===== config.mk =====
export PLATFORM = sky130hd
export DESIGN_NAME = bus_arbiter
export DESIGN_NICKNAME = d
export VERILOG_FILES = /design/src/rtl/bus_arbiter.sv
export SDC_FILE = /design/constraint.sdc
export NUM_CORES = 1
export LEC_CHECK = 0
export ABC_AREA = 1
export CORE_MARGIN = 2
export CORE_UTILIZATION = 35
export DETAILED_ROUTE_END_ITERATION = 16
export GPL_ROUTABILITY_DRIVEN = 1
export PLACE_DENSITY = 0.81
export SETUP_SLACK_MARGIN = 0.05
export SLEW_MARGIN = 20
export SYNTH_ARGS = -nofsm -noshare
export SYNTH_HDL_FRONTEND = slang
export SYNTH_SLANG_ARGS = --single-unit

===== constraint.sdc =====
create_clock -name clk -period 1.5 [get_ports clk]
set_clock_uncertainty 0.05 [all_clocks]
set_input_delay 0.225 -clock clk [delete_from_list [all_inputs] [get_ports clk]]
set_output_delay 0.225 -clock clk [all_outputs]
set_load 0.05 [all_outputs]

===== src/rtl/bus_arbiter.sv =====
// Two-master memory bus arbiter.
// A CPU data port (m0) and a DMA device port (m1) share a single memory.
// Each transaction runs IDLE -> ACCESS -> DONE. The winner's address, write
// data and direction are latched when the transaction starts. ACCESS lasts
// WAIT_STATES+1 cycles, and DONE carries a one-cycle ack to the winner.
// When both masters request at once they are served round-robin.
module bus_arbiter #(
  parameter int unsigned WAIT_STATES = 1
) (
  input  logic        clk,
  input  logic        rst,
  input  logic        m0_req,
  input  logic        m0_we,
  input  logic [31:0] m0_addr,
  input  logic [31:0] m0_wdata,
  output logic        m0_ack,
  input  logic        m1_req,
  input  logic        m1_we,
  input  logic [31:0] m1_addr,
  input  logic [31:0] m1_wdata,
  output logic        m1_ack,
  output logic [31:0] rdata,
  output logic        cpu_stall,
  output logic [1:0]  grant,
  output logic        mem_en,
  output logic        mem_we,
  output logic [31:0] mem_addr,
  output logic [31:0] mem_wdata,
  input  logic [31:0] mem_rdata
);

  localparam logic [1:0] IDLE   = 2'd0;
  localparam logic [1:0] ACCESS = 2'd1;
  localparam logic [1:0] DONE   = 2'd2;

  // Counter value seen in the final ACCESS cycle.
  localparam logic [3:0] LAST_COUNT = 4'(WAIT_STATES);

  logic [1:0] state;
  logic [3:0] waitCount;
  logic       lastGrant;
  logic       weLatched;
  logic       pickM1;
  logic       lastAccess;

  // Decide which master wins in IDLE. lastGrant=1 means m1 was served last.
  always_comb begin
    pickM1 = m1_req && (!m0_req || !lastGrant);
  end

  // Track the sequencing state, the latched transaction and the read data.
  always_ff @(posedge clk) begin
    if (rst) begin
      state     <= IDLE;
      waitCount <= 4'd0;
      grant     <= 2'b00;
      lastGrant <= 1'b1;
      weLatched <= 1'b0;
      mem_addr  <= 32'd0;
      mem_wdata <= 32'd0;
      rdata     <= 32'd0;
    end else begin
      case (state)
        IDLE: begin
          if (m0_req || m1_req) begin
            state     <= ACCESS;
            waitCount <= 4'd0;
            grant     <= pickM1 ? 2'b10 : 2'b01;
            lastGrant <= pickM1;
            weLatched <= pickM1 ? m1_we : m0_we;
            mem_addr  <= pickM1 ? m1_addr : m0_addr;
            mem_wdata <= pickM1 ? m1_wdata : m0_wdata;
          end
        end
        ACCESS: begin
          if (lastAccess) begin
            state <= DONE;
            if (!weLatched) begin
              rdata <= mem_rdata;
            end
          end else begin
            waitCount <= waitCount + 4'd1;
          end
        end
        DONE: begin
          state <= IDLE;
          grant <= 2'b00;
        end
        default: begin
          state <= IDLE;
          grant <= 2'b00;
        end
      endcase
    end
  end

  // Decode memory strobes, acks and the CPU stall from the current state.
  always_comb begin
    lastAccess = (state == ACCESS) && (waitCount == LAST_COUNT);
    mem_en     = (state == ACCESS);
    mem_we     = lastAccess && weLatched;
    m0_ack     = (state == DONE) && grant[0];
    m1_ack     = (state == DONE) && grant[1];
    cpu_stall  = m0_req && !m0_ack;
  end

endmodule

==> impl_metrics.tcl <==
set metrics [dict create \
    timing.rr.end "mem_wdata[20]" \
    io_pins 269 \
    rows 43 \
    outcome "complete, but fails checks" \
    critPathMaxStageDelay_ps 330 \
    cp_cell_sequence "inv_2 -> ha_4 -> nand2_4 -> nor2_4 -> nand2_2 -> nor2_4 -> buf_12" \
    synth_cell_types 20 \
    p_leak_nw 4.23 \
    antenna_found_initial 0 \
    holdPathEnd "rdata[27]" \
    cts_sinks 106 \
    syn_area_per_cell_um2 6.42 \
    grt_pass1_vias 5342 \
    cp.required_ps 1220 \
    cts_tree "done" \
    slew_violations 0 \
    clk_pin_slew_ps 70 \
    viasPerCell 4.64 \
    synth_seq_cells 106 \
    place_ws_ps -340 \
    tightest_slew_ps 539 \
    fmax_ghz 0.606 \
    drt-wirelength-per-cell_um 13.8 \
    yosys.area_share.simple_pct 39.8 \
    synth_area_mm2 0.00498 \
    grt_max_degree 65 \
    max-vdd-ir-drop_mv 0.572 \
    rsz0062_at_grt "yes" \
    firstDrtPassIters 4 \
    fp.dieH_um 123 \
    synth_xor_xnor_area_share_pct 0 \
    synth.largest_area_cell "dfxtp_1" \
    final.min_clock_period_ps 1650 \
    ys_warn_count 0 \
    layout.nets 1208 \
    r2r_start "state[0]" \
    drc_errors 0 \
    async_reset_ff_share_pct 0 \
    maxSlewHeadroom_pct 64.0 \
    crit_path_max_fanout 2 \
    vias 5690 \
    die-area_mm2 0.0152 \
    synth-edff-count 0 \
    startpoint_type "flip-flop" \
    fin_crit_sh_pct 110 \
    ys.flop_type "dfxtp_1" \
    core_mm2 0.0139 \
    gp_congestion 0.845 \
    finalPower_mw 8.89 \
    failed_checks "negative setup slack" \
    grt_pass1_wl_um 24900 \
    synth.net_count 944 \
    synthAdderAreaFrac_pct 0.503 \
    portBuffers 268 \
    drtIter0Drc 221 \
    placed_cells 1196 \
    instances_no_fill 1225 \
    synth_top_cell_area_share_pct 42.6 \
    worstSetupPathType "reg2out" \
    setup_violations 3 \
    crit_cells 7 \
    hold_path_class "in2reg" \
    drv_cap 0 \
    syn_inst 776 \
    crit_top_cell "nor2_4" \
    netlist_top_cells_area "dfxtp_1, nand2_1, nand3_1" \
    hold_path.startpoint "rst" \
    cts_max_level 3 \
    grt.overflow.total 0 \
    endpoint_kind "primary output" \
    ys_seq_area_share_pct 42.6 \
    start_util_pct 35.9 \
    n_antenna_cell 0 \
    synth_top_family_by_area "simple AND/OR/NAND/NOR gates" \
    synth_mux_area_share_pct 0 \
    cts.path.max_buffers 2 \
    synth_most_common_cell "nand2_1" \
    worstPathArrival_ps 1380 \
    syn_to_final_growth_pct 87.2 \
    setup_slack_ps -151 \
    clk_latency_ps 340 \
    cts_root_buf "clkbuf_16" \
    crit_buf_inv 2 \
    final_hold_viol_count 0 \
    reg2reg_slack_ps 70 \
    cp_top_family "simple AND/OR/NAND/NOR gates" \
    synthTopCellsByCount "nand2_1, dfxtp_1, nor2_1" \
    min_path_cells 5 \
    drive_gt1_share_pct 18.4 \
    power_density_mw_per_mm2 954 \
    synth_compound_area_share_pct 7.67 \
    fp.dieW_um 123 \
    cts_buffers 9 \
    worstRegToRegCells 8 \
    wl_um 17000 \
    ant_nets 0 \
    track_usage_pct 20.9 \
    cp_slowest_cell "dfxtp_2" \
    whs_ps 277 \
    place.detailed.hpwl_um 11900 \
]
==> cells in the final DEF (no fill, tap or decap), drive strengths merged <==
| cell | synthesis | layout |
|---|---|---|
| a21oi | 72 | 72 |
| inv | 47 | 47 |
| nand4 | 1 | 1 |
| clkbuf | 20 | 16 |
| nor2 | 77 | 77 |
| clkinv | 0 | 3 |
| nand3 | 74 | 74 |
| nand2 | 339 | 339 |
| o21ai | 2 | 2 |
| dlymetal6s2s | 0 | 1 |
| clkdlybuf4s50 | 0 | 162 |
| bufinv | 0 | 1 |
| dfxtp | 106 | 106 |
| ha | 2 | 2 |
| nand3b | 3 | 3 |
| buf | 33 | 139 |
==> worst max path at each step <==
stage	start	slack, ps	to
floorplan	state[0]	30	mem_we
global placement	m0_req	-270	mem_wdata[21]
detailed placement	m0_req	-340	mem_wdata[21]
CTS	waitCount[1]	-180	mem_we
global route	waitCount[1]	-220	mem_we
finish	waitCount[1]	-150	mem_we
==> logic make-up (layout without fill, tap and decap cells) <==
group,Yosys count,count (layout)
AO/OA/AOI/OAI,74,74
AND/OR/NAND/NOR,494,494
flip-flops,106,106
adder cells (fa/ha/maj),2,2
buffers and inverters,100,369
==> metal layers <==
metal	wire, um	GRT usage [%]
met5	0	0
met4	621	10.8
met3	1490	6.96
met2	8360	36.3
met1	6480	22.4
==> through the flow <==
stage                     setup TNS, ps  utilization, %  area [um^2]
after floorplan                       0               -         5010
after global placement           -13660            62.8         8710
after detailed placement         -16170            62.8         8710
after CTS                          -181            65.5         9090
after global routing               -440            67.1         9320
final                              -201            67.1         9320
==> where the power goes <==
group          switching, mW  total [mW]  leakage [nW]  internal (mW)
registers              0.204        3.23         0.870           3.03
clock network           1.05        2.48         0.159           1.43
logic                   1.62        3.18          3.20           1.56
==> cell type report <==
class | instances | area, um^2
repair buffers | 306 | 3970
clock buffers | 12 | 267
well taps | 180 | 225
flip-flops and latches | 106 | 2130
multi-input cells | 570 | 2500
inverters | 47 | 176
clock inverters | 4 | 48.8
fillers | 1132 | 4560
==> state kept, by name (all words and copies together), names as in the netlist <==
| register | count |
|---|---|
| mem_addr | 32 |
| mem_wdata | 32 |
| rdata | 32 |
| waitCount | 4 |
| grant | 2 |
| state | 2 |
| lastGrant | 1 |
| weLatched | 1 |
==> worst reg2reg max path, cell delays in order (launching register included) <==
cell and delay, ps:
dfxtp_2 320, buf_4 130, nor2_4 140, inv_2 60, nor2_4 120, buf_12 160
buf_6 170, nand2_1 80, a21oi_1 120
==> what timing repair did <==
action | 4_1_cts | 5_1_grt
gates resized for setup | 15 | 17
gates cloned | 0 | 6
hold buffers | 0 | 0
setup endpoints to repair | 9 | 47
pin swaps | 5 | 6
setup buffers | 3 | 4
Note: power is estimated with default switching activity, not from simulation.
